$ cat config.mk
export PLATFORM = sky130hd
export DESIGN_NAME = pattern_sequencer
export DESIGN_NICKNAME = d
export VERILOG_FILES = /design/src/rtl/pattern_sequencer.sv
export SDC_FILE = /design/constraint.sdc
export NUM_CORES = 1
export LEC_CHECK = 0
export ABC_AREA = 1
export CAP_MARGIN = 0
export CELL_PAD_IN_SITES_DETAIL_PLACEMENT = 2
export CELL_PAD_IN_SITES_GLOBAL_PLACEMENT = 2
export CORE_MARGIN = 1
export CORE_UTILIZATION = 28
export DETAILED_ROUTE_END_ITERATION = 7
export GPL_TIMING_DRIVEN = 0
export PLACE_DENSITY = 0.89
export SYNTH_ARGS = -nofsm -noshare
export SYNTH_HDL_FRONTEND = slang
export SYNTH_SLANG_ARGS = --single-unit
$ cat constraint.sdc
create_clock -name clk_25 -period 3.5 [get_ports clk_25]
set_input_delay 1.05 -clock clk_25 [delete_from_list [all_inputs] [get_ports clk_25]]
set_output_delay 1.05 -clock clk_25 [all_outputs]
set_load 0.01 [all_outputs]
$ cat src/rtl/pattern_sequencer.sv
// ---------------------------------------------------------------------------
// pattern_sequencer
//
// Frame-synchronous controller that picks the test pattern drawn by the VGA
// pixel generator (0 = colour bars, 1 = solid colour, 2 = checker, 3 = black).
//
// The host writes configuration over a valid/ready port into shadow registers.
// The shadow contents commit only on a frame_start cycle, so a pattern change
// can never tear a frame. In auto mode the sequencer cycles through the first
// NUM_PATTERNS patterns, dwelling a programmable number of frames on each.
//
// Register map (cfg_addr):
//   0 CTRL      : data[0]=auto_en, data[2:1]=manual_sel, data[3]=freeze
//   1 DWELL     : data[DWELL_W-1:0], frames per pattern in auto mode (0 acts as 1)
//   2 SOLID_RGB : data[23:0] = {R,G,B} for pattern 1
//   3 reserved  : accepted, ignored
//
// Ports:
//   clk_25         in   25 MHz pixel clock
//   rst_n          in   synchronous reset, active-low
//   frame_start    in   1-cycle pulse at pixel (0,0) of every frame
//   cfg_valid      in   config write request
//   cfg_ready      out  write accepted when cfg_valid && cfg_ready
//   cfg_addr       in   register address
//   cfg_data       in   write data
//   pattern_sel    out  active pattern index
//   solid_rgb      out  colour used by pattern 1
//   pattern_change out  1-cycle pulse when pattern_sel takes a new value
//   frame_cnt      out  frames since reset (0 unless PATSEQ_FRAME_CNT_EN)
//
// Build option:
//   PATSEQ_FRAME_CNT_EN  when defined, frame_cnt counts frame_start pulses
//                        (wrapping modulo 2^16); otherwise it is tied to 0.
// ---------------------------------------------------------------------------
module pattern_sequencer #(
    parameter int NUM_PATTERNS = 4,
    parameter int DWELL_W      = 8,
    parameter int DWELL_RST    = 60
) (
    input  logic        clk_25,
    input  logic        rst_n,
    input  logic        frame_start,
    input  logic        cfg_valid,
    output logic        cfg_ready,
    input  logic [1:0]  cfg_addr,
    input  logic [23:0] cfg_data,
    output logic [1:0]  pattern_sel,
    output logic [23:0] solid_rgb,
    output logic        pattern_change,
    output logic [15:0] frame_cnt
);

    typedef enum logic [1:0] {
        WAIT_SYNC = 2'd0,
        MANUAL    = 2'd1,
        AUTO      = 2'd2,
        HOLD      = 2'd3
    } state_t;

    localparam logic [1:0] LAST_PAT = 2'(NUM_PATTERNS - 1);

    // Advance threshold: DWELL-1, with a programmed 0 behaving like 1.
    function automatic logic [DWELL_W-1:0] dwell_limit(input logic [DWELL_W-1:0] d);
        return (d == '0) ? '0 : d - 1'b1;
    endfunction

    // Dwell counter increment, saturating at all-ones.
    function automatic logic [DWELL_W-1:0] sat_inc(input logic [DWELL_W-1:0] c);
        return (&c) ? c : c + 1'b1;
    endfunction

    // Next pattern in auto order, wrapping after the last used pattern.
    function automatic logic [1:0] next_pattern(input logic [1:0] s);
        return (s >= LAST_PAT) ? 2'd0 : s + 2'd1;
    endfunction

    // Shadow registers (host side)
    logic               sh_auto_q;
    logic [1:0]         sh_sel_q;
    logic               sh_freeze_q;
    logic [DWELL_W-1:0] sh_dwell_q;
    logic [23:0]        sh_rgb_q;
    logic               ready_en_q;   // low only in the cycle right after reset

    // Active / FSM registers (generator side)
    state_t             state_q, state_d;
    logic [1:0]         sel_q, sel_d;
    logic [DWELL_W-1:0] cnt_q, cnt_d;
    logic [23:0]        rgb_q, rgb_d;
    logic               chg_q, chg_d;

    logic               wr_en;

    // Stalling on frame_start keeps a host write and a commit from ever
    // landing in the same cycle, so the commit always sees a stable shadow.
    assign cfg_ready = ready_en_q && !frame_start;
    assign wr_en     = cfg_valid && cfg_ready;

    // -----------------------------------------------------------------------
    // Shadow register file
    // -----------------------------------------------------------------------
    always_ff @(posedge clk_25) begin
        if (!rst_n) begin
            ready_en_q  <= 1'b0;
            sh_auto_q   <= 1'b0;
            sh_sel_q    <= 2'd0;
            sh_freeze_q <= 1'b0;
            sh_dwell_q  <= DWELL_W'(DWELL_RST);
            sh_rgb_q    <= 24'h000000;
        end else begin
            ready_en_q <= 1'b1;
            if (wr_en) begin
                case (cfg_addr)
                    2'd0: begin
                        sh_auto_q   <= cfg_data[0];
                        sh_sel_q    <= cfg_data[2:1];
                        sh_freeze_q <= cfg_data[3];
                    end
                    2'd1:    sh_dwell_q <= cfg_data[DWELL_W-1:0];
                    2'd2:    sh_rgb_q   <= cfg_data[23:0];
                    default: ;
                endcase
            end
        end
    end

    // -----------------------------------------------------------------------
    // Frame-boundary next-state logic.
    // The FSM reads the shadow registers directly: on a frame_start cycle the
    // shadow is exactly what is being committed, so this is the
    // "just-committed" configuration without an extra cycle of latency.
    // -----------------------------------------------------------------------
    always_comb begin
        state_d = state_q;
        sel_d   = sel_q;
        cnt_d   = cnt_q;
        rgb_d   = rgb_q;
        chg_d   = 1'b0;
        if (frame_start) begin
            rgb_d = sh_rgb_q;
            if (sh_freeze_q) begin
                // freeze wins over auto_en; selection and counter both hold
                state_d = HOLD;
            end else if (sh_auto_q) begin
                state_d = AUTO;
                if (state_q == AUTO || state_q == HOLD) begin
                    // Running, or resuming from freeze with the count intact.
                    // ">=" also covers DWELL lowered below the current count.
                    if (cnt_q >= dwell_limit(sh_dwell_q)) begin
                        sel_d = next_pattern(sel_q);
                        cnt_d = '0;
                    end else begin
                        cnt_d = sat_inc(cnt_q);
                    end
                end else begin
                    // Fresh entry: keep the current pattern, restart the dwell.
                    cnt_d = '0;
                end
            end else begin
                state_d = MANUAL;
                sel_d   = sh_sel_q;
                cnt_d   = '0;
            end
            chg_d = (sel_d != sel_q);
        end
    end

    // -----------------------------------------------------------------------
    // FSM and registered outputs
    // -----------------------------------------------------------------------
    always_ff @(posedge clk_25) begin
        if (!rst_n) begin
            state_q <= WAIT_SYNC;
            sel_q   <= 2'd0;
            cnt_q   <= '0;
            rgb_q   <= 24'h000000;
            chg_q   <= 1'b0;
        end else begin
            state_q <= state_d;
            sel_q   <= sel_d;
            cnt_q   <= cnt_d;
            rgb_q   <= rgb_d;
            chg_q   <= chg_d;
        end
    end

    assign pattern_sel    = sel_q;
    assign solid_rgb      = rgb_q;
    assign pattern_change = chg_q;

`ifdef PATSEQ_FRAME_CNT_EN
    logic [15:0] fcnt_q;

    always_ff @(posedge clk_25) begin
        if (!rst_n) begin
            fcnt_q <= 16'h0000;
        end else if (frame_start) begin
            fcnt_q <= fcnt_q + 16'd1;
        end
    end

    assign frame_cnt = fcnt_q;
`else
    assign frame_cnt = 16'h0000;
`endif

endmodule

==> run_results.csv, run 1 <==
group,metric,value,unit
clocking,clockRootBuffer,"clkbuf_16",
drt,drt_iter0_markers,83,
critical_path,crit_path_end_kind,"primary output",
die,die_x,110,um
synth,synth_top_area_share,44.6,%
pwr,power,2.11,mW
critical_path,worst_r2r_path_depth,22,
synth,yosysSeqAreaShare,44.6,%
synth,ys_async_sr_fraction,0,%
clocking,tritoncts,"done",
die,die_area,12100,sq um
layout,syn_to_final_growth,34.4,%
job,cap_violations,0,
layout,drive_above_1_share,10.8,%
global_route,grt_max_degree,14,
pwr,p_leak,1.93,nW
drt,drt-pass1-iter-count,4,
global_route,grt_usage,20.9,%
timing,period_share,98.5,%
timing,min_period,3.45,ns
die,boundaryPins,74,
synth,synth.area.top_cells,"dfxtp_1 45%, nor2_1 13%, o21ai_0 9.6%",
clocking,cts_hold_buf,0,
drt,drcViolationCount,0,
synth,synth_top_area_cell,"dfxtp_1",
drt,post_drt_wl_per_cell,17.0,um
die,core_area,11400,sq um
critical_path,critPathMaxFanout,6,
placement,gp_congestion,0.759,
clocking,clock_sink_count,73,
die,initial_core_util,28.7,%
layout,nNetsFinal,564,
pwr,vdd_drop_max,0.000177,V
synth,synth_most_common_cell,"nor2_1",
timing,timing.setup.tns,0,ns
drt,drt_wl_total,11400,um
drt,vias,3225,
global_route,overflow,0,
timing,setup_viol,0,
synth,synth_edf_count,0,
timing,rsz0062_at_grt,"no",
hold_path,min_path_cells,2,
drt,antenna_left,0,
clocking,cts_resized,0,
clocking,cts_setup_buffers,0,
clocking,clk_latency,0.35,ns
timing,tightest_slew,0.539,ns
critical_path,cp.required,2.45,ns
timing,max_freq,290,MHz
clocking,cts.clk_slew.worst_paths,0.06,ns
synth,synth.cells.most_frequent,"117 x nor2_1, 73 x dfxtp_1, 63 x o21ai_0",
timing,hold_violations,0,
global_route,antenna_found_initial,0,
synth,postSynthCellCount,440,
die,die_h,110,um
synth,synth_cell_types,33,
clocking,numCtsBuffers,9,
global_route,grt_pass1_vias,3663,
synth,yosysWarningCount,0,
placement,numPortBuffers,57,
synth,ys.flop_type,"dfxtp_1",
synth,syn_area,3280,sq um
clocking,htreeDepth,3,
drt,viasPerCell,4.81,
hold_path,hp-class,"reg -> reg",
placement,hpwl,8040,um
critical_path,path_class,"in -> out",
clocking,cts_max_path_buffers,2,
die,rows,39,
synth,ys_ff_latch,73,
pwr,power_density,480,nW/um^2
critical_path,startpoint_type,"input port",
timing,maxSlewViolCount,0,
global_route,grt_pass1_wl,18500,um
run_status,status,"completed",
synth,syn-mean-instance-area,7.45,sq um
layout,diodes,0,
critical_path,cp.arrival,2.40,ns
timing,skew,0.00949,ns
timing,relSlewSlack,64.1,%
-- area by class of cell --
| class | count | area, sq um |
|---|---|---|
| Inverter | 33 | 129 |
| Buffer | 32 | 185 |
| Clock buffer | 10 | 229 |
| Multi-Input combinational cell | 317 | 1560 |
| Tap cell | 143 | 179 |
| Sequential cell | 73 | 1460 |
| Fill cell | 1343 | 7010 |
| Clock inverter | 6 | 92.6 |
| Timing Repair Buffer | 57 | 571 |
-- cell usage in the layout (no fill, tap or decap), types with 4 or more instances in the layout --
cell / count
buf_2: 4
xor2_1: 4
o21ai_1: 4
ha_1: 11
nand2_2: 5
nor3_1: 7
clkbuf_1: 12
nor2_1: 117
nand3_1: 13
buf_4: 16
a21oi_1: 17
clkbuf_16: 9
dfxtp_1: 73
nand2_1: 38
conb_1: 16
o21ai_0: 63
clkdlybuf4s50_1: 57
inv_1: 30
-- power breakdown --
part           total (mW)  switching, mW  internal (mW)
clock                1.01          0.385          0.627
combinational       0.220          0.118          0.102
sequential          0.881         0.0209          0.860
-- per-stage QoR --
stage	area [sq um]	hold slack [ns]	worst slack (ns)	instances	utilization, %
finish	4410	0.488	0.0516	671	38.6
global route	4410	0.516	0.00229	671	38.6
CTS	4410	0.501	0.0416	671	38.6
detailed placement	4080	0.475	0.0450	655	35.8
global placement	4080	0.459	0.0443	655	35.8
floorplan	3330	0.448	1.02	455	-
-- logic make-up after synthesis --
kind of cell / after synthesis / share of synthesized area, %
xor gates and xnor gates: 4 / 1.07
other: 1 / 0.114
adders and majority gates: 11 / 4.20
AOI/OAI and AO/OA: 91 / 14.5
DFF: 73 / 44.6
and+or+nand+nor: 195 / 26.0
buffers and inverters: 65 / 9.58
-- sequential cells by signal (all words and copies together), names as in the netlist --
name / count
cnt_q: 8
pattern_change: 1
pattern_sel: 2
ready_en_q: 1
sh_auto_q: 1
sh_dwell_q: 8
sh_freeze_q: 1
sh_rgb_q: 24
sh_sel_q: 2
solid_rgb: 24
state_q: 1
-- layer usage --
metal  vias to the layer above  share of wire (%)  GRT usage [%]
li1                       1559                  -              -
met5                         -                  0              0
met4                         0                3.0           9.12
met1                      1579                 39           21.4
met3                        21                4.8           5.76
met2                        66                 53           39.5
-- critical path, cell delays in order --
cell	delay [ns]
clkdlybuf4s50_1	0.54
nor2_4	0.21
clkdlybuf4s50_1	0.59
-- worst paths after layout --
path | startpoint | to | slack, ns
setup / recovery | frame_start | cfg_ready | 0.05
hold / removal | sh_rgb_q[17] | solid_rgb[17] | 0.49
setup reg to reg | sh_dwell_q[0] | cnt_q[7] | 0.36
hold reg to reg | sh_rgb_q[17] | solid_rgb[17] | 0.49
Note: power is estimated with default switching activity, not from simulation.
==> run 2, diff against run 1 <==
CORE_MARGIN = 2   (was 1)
==> run 2 against run 1 <==
Net effect: wire length is 5.2% higher; clock power is essentially flat; register-to-register slack better by 0.03 ns; critical path depth did not move; setup slack improved by 0.22 ns; fmax rose by 6.9%; critical endpoint unchanged.
==> run_results.csv, run 2 (same netlist as run 1, synthesis figures left out) <==
group,metric,value,unit
timing,setup_viol,0,
die,initial_core_util,28.7,%
placement,hpwl,8200,um
timing,hold_violations,0,
critical_path,startpoint_type,"input port",
global_route,overflow,0,
global_route,grt_pass1_vias,3762,
pwr,power_density,482,nW/um^2
layout,nNetsFinal,564,
die,die_h,112,um
die,boundaryPins,74,
drt,drt_iter0_markers,82,
clocking,cts_setup_buffers,0,
timing,rsz0062_at_grt,"no",
die,core_area,11400,sq um
timing,skew,0.00738,ns
layout,diodes,0,
timing,timing.setup.tns,0,ns
timing,period_share,92.2,%
clocking,numCtsBuffers,9,
global_route,grt_max_degree,13,
drt,drcViolationCount,0,
clocking,clockRootBuffer,"clkbuf_16",
drt,antenna_left,0,
drt,drt-pass1-iter-count,4,
die,die_x,112,um
clocking,htreeDepth,3,
layout,final_cell_mix,"117 x nor2_1, 73 x dfxtp_1, 63 x o21ai_0, 56 x clkdlybuf4s50_1, 38 x nand2_1",
timing,maxSlewViolCount,0,
critical_path,cp.arrival,2.18,ns
clocking,tritoncts,"done",
layout,final_common_cell,"nor2_1",
drt,post_drt_wl_per_cell,17.9,um
critical_path,path_class,"in -> out",
critical_path,critPathMaxFanout,6,
timing,relSlewSlack,65.1,%
drt,viasPerCell,4.79,
layout,fillers,1364,
die,die_area,12600,sq um
global_route,grt_pass1_wl,19700,um
placement,gp_congestion,0.762,
clocking,cts_max_path_buffers,2,
job,cap_violations,0,
pwr,vdd_drop_max,0.000319,V
timing,max_freq,310,MHz
die,rows,39,
critical_path,cp.required,2.45,ns
pwr,p_leak,1.94,nW
clocking,clk_latency,0.34,ns
critical_path,crit_path_end_kind,"primary output",
timing,tightest_slew,0.523,ns
placement,numPortBuffers,57,
timing,min_period,3.23,ns
global_route,antenna_found_initial,0,
hold_path,hp-class,"reg -> reg",
layout,drive_above_1_share,11.0,%
drt,vias,3214,
layout,fin_util,38.6,%
global_route,grt_usage,19.7,%
layout,syn_to_final_growth,34.6,%
run_status,status,"completed",
clocking,clock_sink_count,73,
clocking,cts.clk_slew.worst_paths,0.06,ns
drt,drt_wl_total,12000,um
clocking,cts_hold_buf,0,
[run 2: worst paths after layout]
kind                            slack (ns)             to     startpoint  cells after the start
worst max-delay path                  0.27      cfg_ready    frame_start                      3
worst min-delay path                  0.49  solid_rgb[13]   sh_rgb_q[13]                      2
worst max register to register        0.39       cnt_q[2]  sh_dwell_q[0]                     18
worst min register to register        0.49  solid_rgb[13]   sh_rgb_q[13]                      2
[run 2: layout make-up]
| type | count | area [sq um] | area share [%] |
|---|---|---|---|
| tap | 143 | 179 | 4.05 |
| multi-input combinational | 317 | 1560 | 35.3 |
| sequential | 73 | 1460 | 33.1 |
| buffer | 32 | 185 | 4.20 |
| clock buffer | 11 | 253 | 5.73 |
| inverter | 33 | 129 | 2.92 |
| timing repair buffer | 57 | 569 | 12.9 |
| clock inverter | 5 | 77.6 | 1.76 |
[run 2: worst max-delay path: stages]
cell and delay [ns]:
dlygate4sd2_1 0.33, nor2_4 0.19, clkdlybuf4s50_1 0.60
[run 2: through the flow]
stage	setup slack, ns	power, mW	instance area, sq um	hold WS, ns	instances
floorplan	1.02	1.00	3330	0.448	455
global placement	0.0712	1.10	4080	0.462	655
CTS	0.260	2.14	4410	0.495	671
detailed placement	0.0351	1.12	4080	0.474	655
global route	0.0553	2.20	4410	0.511	671
finish	0.273	2.13	4410	0.494	671
[run 2: timing repair]
action	CTS	global route
endpoints found under the hold margin	0	0
endpoints found under the setup margin	1	0
resized for setup	1	0
[run 2: power breakdown]
group	switching [mW]	leakage [nW]	internal, mW
combinational	0.123	1.19	0.102
clock	0.360	0.162	0.661
sequential	0.0209	0.596	0.860
[run 2: routing by layer]
metal / track usage (%) / vias to the layer above / share of wire, % / wire length, um
met1: 20.8 / 1570 / 39 / 4630
li1: - / 1551 / - / -
met2: 38.0 / 68 / 54 / 6530
met4: 7.56 / 0 / 3.1 / 367
met5: 0 / - / 0 / 0
met3: 4.10 / 25 / 3.9 / 472
